$ cat config.mk
export PLATFORM = sky130hd
export DESIGN_NAME = if_fetch_stage
export DESIGN_NICKNAME = d
export VERILOG_FILES = /design/src/rtl/if_pkg.sv /design/src/rtl/if_next_pc.sv /design/src/rtl/if_fetch_stage.sv
export SDC_FILE = /design/constraint.sdc
export NUM_CORES = 1
export LEC_CHECK = 0
export CORE_UTILIZATION = 50
export CTS_BUF_LIST = sky130_fd_sc_hd__clkbuf_4
export DETAILED_ROUTE_END_ITERATION = 10
export HOLD_SLACK_MARGIN = 0.05
export PLACE_DENSITY = 0.88
export SKIP_LAST_GASP = 1
export SYNTH_ARGS = -nofsm -noshare
export SYNTH_HDL_FRONTEND = slang
export SYNTH_HIERARCHICAL = 1
export SYNTH_SLANG_ARGS = --single-unit
export TNS_END_PERCENT = 50
$ cat constraint.sdc
create_clock -name clock -period 2.45 [get_ports clock]
set_input_delay 0.245 -clock clock [delete_from_list [all_inputs] [get_ports clock]]
set_output_delay 0.245 -clock clock [all_outputs]
set_load 0.01 [all_outputs]
$ cat src/rtl/if_pkg.sv
// Shared types and constants for the instruction-fetch stage.
// The trap-on-misaligned-redirect build is selected with MISALIGN_TRAP_EN.
package if_pkg;

  typedef enum logic [1:0] {
    S_REQ  = 2'd0,
    S_HAVE = 2'd1,
    S_DROP = 2'd2
  } if_state_t;

  localparam logic [31:0] NOP_INSTR          = 32'h0000_0000;
  localparam logic [31:0] PC_INC             = 32'd4;
  localparam logic [31:0] DEFAULT_RESET_PC   = 32'h0000_0000;
  localparam logic [31:0] DEFAULT_EXC_VECTOR = 32'h0000_0180;

endpackage

$ cat src/rtl/if_next_pc.sv
// Combinational redirect detection, target selection and sequential PC+4.
// With MISALIGN_TRAP_EN a misaligned target is replaced by EXC_VECTOR.
module if_next_pc
  import if_pkg::*;
#(
  parameter logic [31:0] EXC_VECTOR = DEFAULT_EXC_VECTOR
) (
  input  logic [31:0] pc,
  input  logic        Branch_taken,
  input  logic [31:0] Branch_target,
  input  logic        Jump,
  input  logic [31:0] Jump_target,
  output logic        redirect,
  output logic [31:0] target,
`ifdef MISALIGN_TRAP_EN
  output logic        misalign,
`endif
  output logic [31:0] pc_plus4
);

`ifdef MISALIGN_TRAP_EN
  localparam bit TRAP_EN = 1'b1;
`else
  localparam bit TRAP_EN = 1'b0;
`endif

  logic [31:0] raw_target;
  logic        bad_align;

  // The branch is the older instruction, so it wins over a same-cycle jump.
  always_comb begin
    redirect   = Branch_taken | Jump;
    raw_target = Branch_taken ? Branch_target : Jump_target;
    bad_align  = |raw_target[1:0];
    if (TRAP_EN && bad_align) begin
      target = EXC_VECTOR;
    end else begin
      target = {raw_target[31:2], 2'b00};
    end
    pc_plus4 = pc + PC_INC;
  end

`ifdef MISALIGN_TRAP_EN
  assign misalign = redirect & bad_align;
`endif

endmodule

$ cat src/rtl/if_fetch_stage.sv
// Instruction-fetch stage: PC register, imem request/ready FSM and stall buffer.
// Optional MISALIGN_TRAP_EN adds the IF_misalign output and trap redirection.
module if_fetch_stage
  import if_pkg::*;
#(
  parameter logic [31:0] RESET_PC   = DEFAULT_RESET_PC,
  parameter logic [31:0] EXC_VECTOR = DEFAULT_EXC_VECTOR
) (
  input  logic        clock,
  input  logic        reset,
  input  logic        PCWrite,
  input  logic        Branch_taken,
  input  logic [31:0] Branch_target,
  input  logic        Jump,
  input  logic [31:0] Jump_target,
  output logic        imem_req,
  output logic [31:0] imem_addr,
  input  logic        imem_ready,
  input  logic [31:0] imem_rdata,
  output logic [31:0] Instruction_IF,
  output logic [31:0] PC_Address_next,
  output logic        IF_valid,
`ifdef MISALIGN_TRAP_EN
  output logic        IF_misalign,
`endif
  output logic [31:0] PC_current
);

  if_state_t   state_q, state_d;
  logic [31:0] pc_q, pc_d;
  logic [31:0] buf_q, buf_d;
  logic [31:0] drop_addr_q, drop_addr_d;

  logic        redirect;
  logic [31:0] target;
  logic [31:0] pc_plus4;
  logic        mem_hit;

  if_next_pc #(
    .EXC_VECTOR(EXC_VECTOR)
  ) u_next_pc (
    .pc           (pc_q),
    .Branch_taken (Branch_taken),
    .Branch_target(Branch_target),
    .Jump         (Jump),
    .Jump_target  (Jump_target),
    .redirect     (redirect),
    .target       (target),
`ifdef MISALIGN_TRAP_EN
    .misalign     (IF_misalign),
`endif
    .pc_plus4     (pc_plus4)
  );

  always_ff @(posedge clock or negedge reset) begin
    if (!reset) begin
      state_q     <= S_REQ;
      pc_q        <= RESET_PC;
      buf_q       <= NOP_INSTR;
      drop_addr_q <= RESET_PC;
    end else begin
      state_q     <= state_d;
      pc_q        <= pc_d;
      buf_q       <= buf_d;
      drop_addr_q <= drop_addr_d;
    end
  end

  // A response arriving while reset is held must never reach IF/ID.
  assign mem_hit = imem_ready & reset;

  // Redirects take priority over PCWrite; a stale response is dropped by
  // remembering the old address in drop_addr_q until memory answers it.
  always_comb begin
    state_d        = state_q;
    pc_d           = pc_q;
    buf_d          = buf_q;
    drop_addr_d    = drop_addr_q;
    imem_req       = 1'b0;
    imem_addr      = pc_q;
    IF_valid       = 1'b0;
    Instruction_IF = NOP_INSTR;

    unique case (state_q)
      S_REQ: begin
        imem_req = reset;
        if (mem_hit) begin
          IF_valid       = 1'b1;
          Instruction_IF = imem_rdata;
          if (redirect) begin
            pc_d = target;
          end else if (PCWrite) begin
            pc_d = pc_plus4;
          end else begin
            buf_d   = imem_rdata;
            state_d = S_HAVE;
          end
        end else if (redirect) begin
          pc_d        = target;
          drop_addr_d = pc_q;
          state_d     = S_DROP;
        end
      end
      S_HAVE: begin
        IF_valid       = 1'b1;
        Instruction_IF = buf_q;
        if (redirect) begin
          pc_d    = target;
          state_d = S_REQ;
        end else if (PCWrite) begin
          pc_d    = pc_plus4;
          state_d = S_REQ;
        end
      end
      S_DROP: begin
        imem_req  = reset;
        imem_addr = drop_addr_q;
        if (redirect) begin
          pc_d = target;
        end
        if (mem_hit) begin
          state_d = S_REQ;
        end
      end
      default: begin
        state_d = S_REQ;
      end
    endcase
  end

  assign PC_Address_next = pc_plus4;
  assign PC_current      = pc_q;

endmodule

==> out/metrics.csv, run 1 <==
metric;value;unit
pin_count_of_the_biggest_net_entering_global_routing;106;
critical_path_required;2.20;ns
finish.net_count;1224;
cts_bufs_inserted;9;
dieArea;16700;µm²
finClkSkew;0.0206;ns
drive_above_1_share;0.306;
postLayoutCellArea;11500;µm²
place_worst_setup_slack;0.0180;ns
htree_levels;3;
core.rowCount;46;
worst_path_max_fanout;17;
die_width;129;µm
worst_skew_pair.late_latency;0.51;ns
antenna_found_initial;1;
layout_worst_path_cycle_share;1.09;
port_buffers;227;
cellPowerDensity;1090;nW/µm²
clk_transition_reported_paths;0.19;ns
dp_hpwl;17400;µm
max_stage_delay;0.53;ns
critPathArrivalTime;2.42;ns
area_growth;41.9;%
gr-total-overflow;0;
final_period_minus_worst_setup_slack;2.67;ns
path_class;register to primary output;
utilization;0.725;
p_leak;5.39;nW
core_area;15800;µm²
critical_path.slowest_cell;clkdlybuf4s50_1;
slew_viol_final;0;
setup_viol;24;
detailed_route_wire_length;26600;µm
netlist-cell-type-count;45;
ys.flop_type;dfrtp_1;
detailedRoute.firstPassIterationCount;5;
seq_area_frac_synth;0.303;
tritoncts;done;
synth.cell_area;8090;µm²
cp_cell_sequence;inv_1 -> ha_2 -> and3_4 -> bufbuf_16 -> a22o_1 -> clkdlybuf4s50_1;
ys_ff_latch;98;
fmax;375;MHz
worstSetupEndpointType;primary output;
overall_fraction_of_global_route_tracks_in_use;0.316;
status;finished, violations left;
chipHeight;129;µm
postPlaceCellArea;10800;µm²
grt_pass1_vias;8190;
num_io_pins;232;
power.ir.vdd_worst;0.000785;V
worst_slew_pin_slew;0.750;ns
wire_per_inst;19.9;µm
critical_path.n_buffers_inverters;3;
ant_nets;0;
slew_headroom;0.498;
worst_path_dominant_cell_family;buffers and inverters;
postSynth.asyncResetShare;1.00;
rsz0062_at_grt;true;
failed_checks;negative setup slack;
final-hold-violation-count;0;
synth_edf_count;0;
crit_path_start_kind;register;
globalplace.congestion;0.830;
detail_route.iter0.violations;722;
post_synth_inst_count;873;
yosys_warnings;6;
initial_utilization;0.511;
setup_ws;-0.216;ns
grt_first_pass_wirelength;41500;µm
clock_tree.buffer_depth;2;
clkSinkCount;98;
avgSynthCellArea;9.27;µm²
maxCapViolations;0;
route.vias.total;8348;
min_path_type;input port to register;
clock_tree.root_cell;clkbuf_4;
route.detailed.vias_per_inst;6.23;
detail_route.drc_violations;0;
cell type report:
type	instances	area [µm²]
Tap cell	216	270
Timing Repair Buffer	319	3150
Inverter	37	139
Clock inverter	7	73.8
Antenna cell	1	2.50
Clock buffer	9	67.6
Multi-Input combinational cell	652	5320
Sequential cell	98	2460
Fill cell	1074	4350
per-stage QoR:
| step | instances | TNS, ns | hold WS (ns) | power [W] |
|---|---|---|---|---|
| finish | 1339 | -1.09 | 0.340 | 0.0125 |
| CTS | 1332 | -6.73 | 0.312 | 0.0123 |
| global placement | 1297 | 0 | 0.356 | 0.0109 |
| global route | 1339 | -3.88 | 0.321 | 0.0133 |
| detailed placement | 1297 | 0 | 0.354 | 0.0111 |
| floorplan | 874 | 0 | -0.0506 | 0.00738 |
repair_timing:
| action | CTS | global route |
|---|---|---|
| pin swaps | 12 | 9 |
| hold buffers | 1 | 0 |
| cloned | 1 | 0 |
| setup endpoints to repair | 88 | 85 |
| gates resized for setup | 106 | 61 |
| setup buffers | 17 | 6 |
| endpoints found under the hold margin | 80 | 0 |
power by group:
part           switching (W)  internal [W]
combinational        0.00434       0.00433
clock               0.000699      0.000248
sequential          0.000546       0.00237
worst reg2reg max path, delay by kind of cell (launching register included):
kind / cells / cell delay [ns]
multiplexers: 2 / 0.51
buffers and inverters: 3 / 0.37
AND/OR/NAND/NOR: 3 / 0.63
AO/OA/AOI/OAI: 2 / 0.30
flip-flops: 1 / 0.39
XOR/XNOR: 1 / 0.19
metal layers:
metal / vias to the layer above / global-route usage / wire length (µm)
met2: 494 / 0.535 / 13000
met3: 69 / 0.0508 / 2250
met4: 0 / 0.134 / 720
met5: - / 0 / 0
met1: 4045 / 0.402 / 10600
li1: 3740 / - / -
cell usage in the layout (no fill, tap or decap), types with 33 or more instances in the layout:
master             n
inv_1             36
nand2_1          108
clkdlybuf4s50_1  144
nand3_1           46
a21oi_1           35
a22o_1            34
o21ai_0           99
mux2_2            91
dlymetal6s2s_1    33
buf_4             78
dfrtp_1           95
nand4_1           39
cells by family after synthesis:
| family | count (synthesis) | share of synthesized area |
|---|---|---|
| adder cells (fa/ha/maj) | 5 | 0.00773 |
| AO/OA/AOI/OAI | 236 | 0.230 |
| buffers and inverters | 124 | 0.0750 |
| XOR/XNOR | 28 | 0.0312 |
| AND/OR/NAND/NOR | 257 | 0.167 |
| flip-flops | 98 | 0.303 |
| multiplexers | 124 | 0.185 |
| other | 1 | 0.000464 |
path summary, 6_finish.rpt:
path                       slack (ns)  cells past startpoint            start           endpoint
max                             -0.22                      6       state_q[1]  Instruction_IF[8]
min                              0.34                      2    imem_rdata[4]           buf_q[4]
max reg2reg                     -0.06                     11    PC_current[2]     PC_current[17]
min reg2reg                      0.50                      2  drop_addr_q[17]    drop_addr_q[17]
max in group asynchronous        1.44                      4            reset     PC_current[29]
min in group asynchronous        0.36                      3            reset         state_q[0]
flip-flops by register name, indices dropped and copies added, names as in the netlist:
register and count:
PC_current 32, buf_q 32, drop_addr_q 32, state_q 2
Yosys cell counts, types with 2 or more instances:
cell | number | area share
nand4_2 | 2 | 0.0031
nor2_1 | 6 | 0.0028
o21ai_0 | 101 | 0.062
nand4_1 | 39 | 0.030
nor2b_1 | 2 | 0.0015
or2_2 | 2 | 0.0015
nand3_2 | 2 | 0.0025
and4_1 | 3 | 0.0032
a2111oi_1 | 11 | 0.014
buf_6 | 6 | 0.0084
mux2_1 | 6 | 0.0084
a221oi_1 | 4 | 0.0043
inv_1 | 37 | 0.017
a22o_1 | 34 | 0.037
clkbuf_1 | 35 | 0.016
a221oi_2 | 27 | 0.050
nor2_2 | 2 | 0.0015
nand2_1 | 108 | 0.050
a21oi_1 | 35 | 0.022
mux2_2 | 91 | 0.13
dfrtp_1 | 98 | 0.30
and3_1 | 6 | 0.0046
buf_4 | 8 | 0.0074
nor3b_1 | 31 | 0.029
a2111oi_2 | 20 | 0.037
buf_1 | 5 | 0.0023
nand3_1 | 47 | 0.029
buf_2 | 31 | 0.019
mux2_4 | 27 | 0.050
xnor2_1 | 20 | 0.022
ha_1 | 5 | 0.0077
xor2_1 | 7 | 0.0076
nor3_1 | 3 | 0.0019
No activity file was read; power rests on OpenSTA's default activity.
==> inputs of run 2 (changes only) <==
--- a/config.mk
+++ b/config.mk
@@ -9,7 +9,7 @@
 export CTS_BUF_LIST = sky130_fd_sc_hd__clkbuf_4
 export DETAILED_ROUTE_END_ITERATION = 10
 export HOLD_SLACK_MARGIN = 0.05
-export PLACE_DENSITY = 0.88
+export PLACE_DENSITY = 0.9
 export SKIP_LAST_GASP = 1
 export SYNTH_ARGS = -nofsm -noshare
 export SYNTH_HDL_FRONTEND = slang
==> run 2 against run 1 <==
The flow still finishes with violations (negative setup slack). Clock-buffer cell count did not move. Design area fell by 0.83%. Global-route usage fell by 0.72 points. Sequential power barely moved. Register-to-register slack got worse by 0.06 ns. Sequential share of layout area rose by 0.16 points. Clock power fell by 0.8%. Wire length fell by 1.9%.
==> out/metrics.csv, run 2 (same netlist as run 1, synthesis figures left out) <==
metric;value;unit;change
power;0.0124;W;was 0.0125 W
clock_tree.root_cell;clkbuf_4;;unchanged
htree_levels;3;;unchanged
power.share.sequential;0.235;;was 0.233
placed_cells_incl_taps;1292;;was 1297
rsz0062_at_grt;true;;unchanged
cts_bufs_inserted;9;;unchanged
initial_utilization;0.511;;unchanged
power.internal;0.00692;W;was 0.00695 W
ant_nets;0;;unchanged
power.ir.vdd_worst;0.000759;V;was 0.000785 V
drive_above_1_share;0.303;;was 0.306
timing.rr.end;PC_current[31];;was PC_current[17]
tritoncts;done;;unchanged
post_layout_nonfiller_instances;1332;;was 1339
layout_worst_path_cycle_share;1.05;;was 1.09
die_width;129;µm;unchanged
detailed_route_wire_length;26100;µm;was 26600 µm
port_buffers;227;;unchanged
postPlaceCellArea;10800;µm²;about the same
worst-r2r-setup-slack;-0.12;ns;was -0.06 ns
worst_skew_pair.late_latency;0.51;ns;about the same
comb_power_share;0.690;;was 0.692
r2r_start;PC_current[2];;unchanged
overall_fraction_of_global_route_tracks_in_use;0.309;;was 0.316
hold_slack;0.202;ns;was 0.340 ns
detail_route.iter0.violations;733;;was 722
slew_headroom;0.469;;was 0.498
dieArea;16700;µm²;unchanged
detailedRoute.firstPassIterationCount;5;;unchanged
postLayoutCellArea;11400;µm²;was 11500 µm²
globalplace.congestion;0.837;;was 0.830
area_growth;40.8;%;was 41.9%
final.fill_count;1128;;was 1074
worst_slew_pin_slew;0.792;ns;was 0.750 ns
slew_viol_final;0;;unchanged
clkSinkCount;98;;unchanged
power.switching;0.00548;W;was 0.00558 W
antenna_found_initial;0;;was 1
crit_path_start_kind;register;;unchanged
final_period_minus_worst_setup_slack;2.57;ns;was 2.67 ns
setup_ws;-0.116;ns;was -0.216 ns
route.detailed.vias_per_inst;6.17;;was 6.23
grt_first_pass_wirelength;40700;µm;was 41500 µm
path_class;register to register;;was register to primary output
setup_viol;24;;unchanged
status;finished, violations left;;unchanged
route.vias.total;8216;;was 8348
dp_hpwl;17000;µm;was 17400 µm
clk_transition_reported_paths;0.18;ns;was 0.19 ns
critical_path_required;2.85;ns;was 2.20 ns
min_path_type;input port to async pin;;was input port to register
gr-total-overflow;0;;unchanged
num_io_pins;232;;unchanged
chipHeight;129;µm;unchanged
detail_route.drc_violations;0;;unchanged
core.rowCount;46;;unchanged
final-hold-violation-count;0;;unchanged
grt_pass1_vias;8053;;was 8190
worst_path_max_fanout;9;;was 17
netSwitchingFraction;0.442;;was 0.446
num_antenna_cells;0;;was 1
pin_count_of_the_biggest_net_entering_global_routing;106;;unchanged
place_worst_setup_slack;0.0784;ns;was 0.0180 ns
clock_tree.buffer_depth;2;;unchanged
p_leak;5.20;nW;was 5.39 nW
core_area;15800;µm²;unchanged
wire_per_inst;19.6;µm;was 19.9 µm
worstSetupEndpointType;register;;was primary output
clock_power_share;0.076;;about the same
r2r_cells;10;;was 11
failed_checks;negative setup slack;;unchanged
maxCapViolations;0;;unchanged
finClkSkew;0.0211;ns;was 0.0206 ns
finish.net_count;1218;;was 1224
mostFrequentLayoutCells;clkdlybuf4s50_1 (160), nand2_1 (108), o21ai_0 (98);;was clkdlybuf4s50_1 (144), nand2_1 (108), o21ai_0 (99)
critPathArrivalTime;2.96;ns;was 2.42 ns
mostFrequentLayoutCell;clkdlybuf4s50_1;;unchanged
fmax;390;MHz;was 375 MHz
cellPowerDensity;1090;nW/µm²;about the same
[run 2: changes by cell type in the layout (fill, tap and decap cells not counted), moves of 4 or more]
cell             previous run  this run
dlymetal6s2s_1             33        21
buf_12                     11         7
buf_4                      78        74
clkdlybuf4s50_1           144       160
dlygate4sd2_1              28        24
[run 2: metrics by stage]
stage          TNS [ns]   util
6_report         -0.726  0.719
5_1_grt           -5.38  0.719
4_1_cts           -4.78  0.708
3_5_place_dp          0  0.680
3_3_place_gp          0  0.680
2_1_floorplan         0      -
[run 2: cell type report]
cell class | count | area, µm² | share of cell area
Sequential cell | 98 | 2450 | 0.215
Clock buffer | 9 | 67.6 | 0.00593
Multi-Input combinational cell | 652 | 5320 | 0.467
Timing Repair Buffer | 313 | 3060 | 0.269
Tap cell | 216 | 270 | 0.0237
Clock inverter | 7 | 78.8 | 0.00692
Inverter | 37 | 139 | 0.0122
[run 2: how the worst max path moves through the flow]
stage                        from                 end  slack [ns]  cells after the start
CTS                    state_q[1]  Instruction_IF[19]       -0.25                      6
global route           state_q[0]        imem_addr[0]       -0.18                      6
floorplan           PC_current[2]      PC_current[24]        0.03                      9
finish              PC_current[2]      PC_current[31]       -0.12                     10
global placement    PC_current[4]      PC_current[31]        0.13                      9
detailed placement  PC_current[4]      PC_current[31]        0.08                      9
[run 2: metal layers]
metal	GRT usage	vias up	wire [µm]
met5	0	-	0
li1	-	3718	-
met1	0.380	3969	10200
met4	0.108	0	609
met3	0.0599	64	2320
met2	0.540	465	13000
[run 2: power groups by stage]
stage                     combinational [W]  clock (W)  sequential, W
after global placement              0.00790          0        0.00285
after global routing                0.00917    0.00101        0.00301
final                               0.00855   0.000939        0.00291
after detailed placement            0.00811          0        0.00292
after CTS                           0.00833   0.000954        0.00289
after floorplan                     0.00424          0        0.00314
[run 2: timing repair]
action | 4_1_cts | 5_1_grt
gates cloned | 1 | 0
resized for setup | 103 | 50
setup endpoints to repair | 91 | 85
endpoints found under the hold margin | 76 | 0
pin swaps | 15 | 16
hold buffers | 1 | 0
setup buffers | 13 | 10
[run 2: critical path, cell delays in order, from the launching register on]
cell and delay (ns):
dfrtp_1 0.45, and4_4 0.26, and4_4 0.24, buf_12 0.13
nand4_1 0.19, xnor2_2 0.20, buf_4 0.15, mux2_4 0.25
mux2_2 0.27, a221oi_2 0.26, a2111oi_2 0.07
==> inputs of run 3 (changes only) <==
--- a/config.mk
+++ b/config.mk
@@ -5,11 +5,13 @@
 export SDC_FILE = /design/constraint.sdc
 export NUM_CORES = 1
 export LEC_CHECK = 0
+export ABC_CLOCK_PERIOD_IN_PS = 2450
 export CORE_UTILIZATION = 50
 export CTS_BUF_LIST = sky130_fd_sc_hd__clkbuf_4
 export DETAILED_ROUTE_END_ITERATION = 10
 export HOLD_SLACK_MARGIN = 0.05
 export PLACE_DENSITY = 0.9
+export REMOVE_ABC_BUFFERS = 1
 export SKIP_LAST_GASP = 1
 export SYNTH_ARGS = -nofsm -noshare
 export SYNTH_HDL_FRONTEND = slang
==> run 3 against run 2 <==
The flow still finishes with violations (negative setup slack). Critical path depth unchanged. Clock power increased by 11%. Register-to-register slack improved by 0.02 ns. Non-clock buffer count increased by 14. Hold slack improved by 0.15 ns. Combinational power increased by 2%. Critical path type unchanged. Sequential share of layout area decreased by 0.26 points. Sequential power about the same. First-iteration DRC count increased by 23%. Global-route usage increased by 2.1 points. Fmax increased by 0.74%. Largest power group unchanged.
==> out/metrics.csv, run 3 (same netlist as run 1, synthesis figures left out) <==
metric;value;unit;change
final-hold-violation-count;0;;unchanged
chipHeight;129;µm;unchanged
grt_first_pass_wirelength;42900;µm;was 40700 µm
hold_slack;0.348;ns;was 0.202 ns
critical_path_required;2.81;ns;was 2.85 ns
slew_viol_final;0;;unchanged
clock_power_share;0.082;;was 0.076
slew_headroom;0.583;;was 0.469
layout_worst_path_cycle_share;1.04;;was 1.05
worst_path_max_fanout;7;;was 9
cellPowerDensity;1100;nW/µm²;was 1090 nW/µm²
cts_bufs_inserted;9;;unchanged
wire_per_inst;20.7;µm;was 19.6 µm
initial_utilization;0.511;;unchanged
power.ir.vdd_worst;0.000646;V;was 0.000759 V
final.fill_count;1082;;was 1128
tns;-0.676;ns;was -0.726 ns
p_leak;5.53;nW;was 5.20 nW
overall_fraction_of_global_route_tracks_in_use;0.330;;was 0.309
failed_checks;negative setup slack;;unchanged
finClkSkew;0.00703;ns;was 0.0211 ns
globalplace.congestion;0.872;;was 0.837
clock_tree.buffer_depth;2;;unchanged
critPathArrivalTime;2.91;ns;was 2.96 ns
setup_viol;14;;was 24
power.share.sequential;0.230;;was 0.235
path_class;register to register;;unchanged
worst_slew_pin_slew;0.626;ns;was 0.792 ns
worstSetupEndpointType;register;;unchanged
comb_power_share;0.688;;was 0.690
final_period_minus_worst_setup_slack;2.55;ns;was 2.57 ns
power.switching;0.00555;W;was 0.00548 W
port_buffers;227;;unchanged
ant_nets;0;;unchanged
detailedRoute.firstPassIterationCount;5;;unchanged
tritoncts;done;;unchanged
status;finished, violations left;;unchanged
grt_pass1_vias;8326;;was 8053
route.detailed.vias_per_inst;6.32;;was 6.17
die_width;129;µm;unchanged
crit_path_start_kind;register;;unchanged
min_path_type;input port to async pin;;unchanged
gr-total-overflow;0;;unchanged
maxCapViolations;0;;unchanged
dieArea;16700;µm²;unchanged
clkSinkCount;98;;unchanged
rsz0062_at_grt;true;;unchanged
htree_levels;3;;unchanged
clk_transition_reported_paths;0.17;ns;was 0.18 ns
power;0.0127;W;was 0.0124 W
power.internal;0.00710;W;was 0.00692 W
route.vias.total;8509;;was 8216
detail_route.drc_violations;0;;unchanged
detailed_route_wire_length;27800;µm;was 26100 µm
clock_tree.root_cell;clkbuf_4;;unchanged
area_growth;42.6;%;was 40.8%
core_area;15800;µm²;unchanged
finish.net_count;1232;;was 1218
fmax;393;MHz;was 390 MHz
dp_hpwl;18600;µm;was 17000 µm
mostFrequentLayoutCells;clkdlybuf4s50_1 (146), nand2_1 (108), o21ai_0 (100);;was clkdlybuf4s50_1 (160), nand2_1 (108), o21ai_0 (98)
netSwitchingFraction;0.439;;was 0.442
detail_route.iter0.violations;904;;was 733
num_io_pins;232;;unchanged
setup_ws;-0.0973;ns;was -0.116 ns
drive_above_1_share;0.298;;was 0.303
core.rowCount;46;;unchanged
pin_count_of_the_biggest_net_entering_global_routing;60;;was 106
antenna_found_initial;1;;was 0
worst_skew_pair.late_latency;0.49;ns;was 0.51 ns
mostFrequentLayoutCell;clkdlybuf4s50_1;;unchanged
-- run 3: worst paths after layout --
kind,slack (ns),start,cells after the start,end
min reg2reg,0.51,drop_addr_q[8],2,drop_addr_q[8]
min in group clock,0.37,imem_rdata[27],2,buf_q[27]
max,-0.1,PC_current[2],10,PC_current[31]
min,0.35,reset,3,drop_addr_q[28]
max in group asynchronous,1.71,reset,3,buf_q[22]
max reg2reg,-0.1,PC_current[2],10,PC_current[31]
-- run 3: power by group through the flow --
stage                     Sequential [W]  Clock [W]  Combinational (W)
after floorplan                  0.00316          0            0.00407
after global placement           0.00286          0            0.00811
after detailed placement         0.00293          0            0.00833
after CTS                        0.00289    0.00106            0.00850
after global routing             0.00300    0.00111            0.00935
final                            0.00291    0.00104            0.00870
-- run 3: timing repair --
action / in CTS / in global routing
hold buffers: 1 / 0
endpoints found under the setup margin: 92 / 90
setup buffers: 18 / 6
hold endpoints to repair: 98 / 0
gates resized for setup: 79 / 53
gates cloned: 0 / 1
pin swaps: 9 / 7
-- run 3: critical path: stages, from the launching register on --
cell and delay (ns):
dfrtp_1 0.41, and4_4 0.25, and4_4 0.24, buf_6 0.14
nand4_1 0.19, xnor2_2 0.19, buf_4 0.15, mux2_4 0.25
mux2_2 0.28, a221oi_4 0.26, a2111oi_2 0.06
-- run 3: routing by layer --
layer  wire [µm]  part of all wire  GRT usage  up-vias
met5           0                 0          0        -
met4         953             0.034      0.145        0
met3        2760             0.099     0.0834       91
met2       13500              0.49      0.565      546
met1       10600              0.38      0.392     4122
li1            -                 -          -     3750
-- run 3: per-stage QoR --
step	worst slack (ns)	util	area (µm²)	cells
6_report	-0.0973	0.729	11500	1346
5_1_grt	-0.236	0.729	11500	1346
4_1_cts	-0.196	0.715	11300	1338
3_5_place_dp	0.00255	0.688	10900	1304
3_3_place_gp	0.0856	0.688	10900	1304
2_1_floorplan	-1.15	-	7620	787
-- run 3: area by class of cell --
class	count	area, µm²	area share
multi-input combinational	652	5270	0.457
timing repair buffer	327	3240	0.281
sequential	98	2450	0.213
tap	216	270	0.0234
inverter	37	139	0.0120
clock inverter	6	90.1	0.00781
clock buffer	9	67.6	0.00586
antenna	1	2.50	0.000217
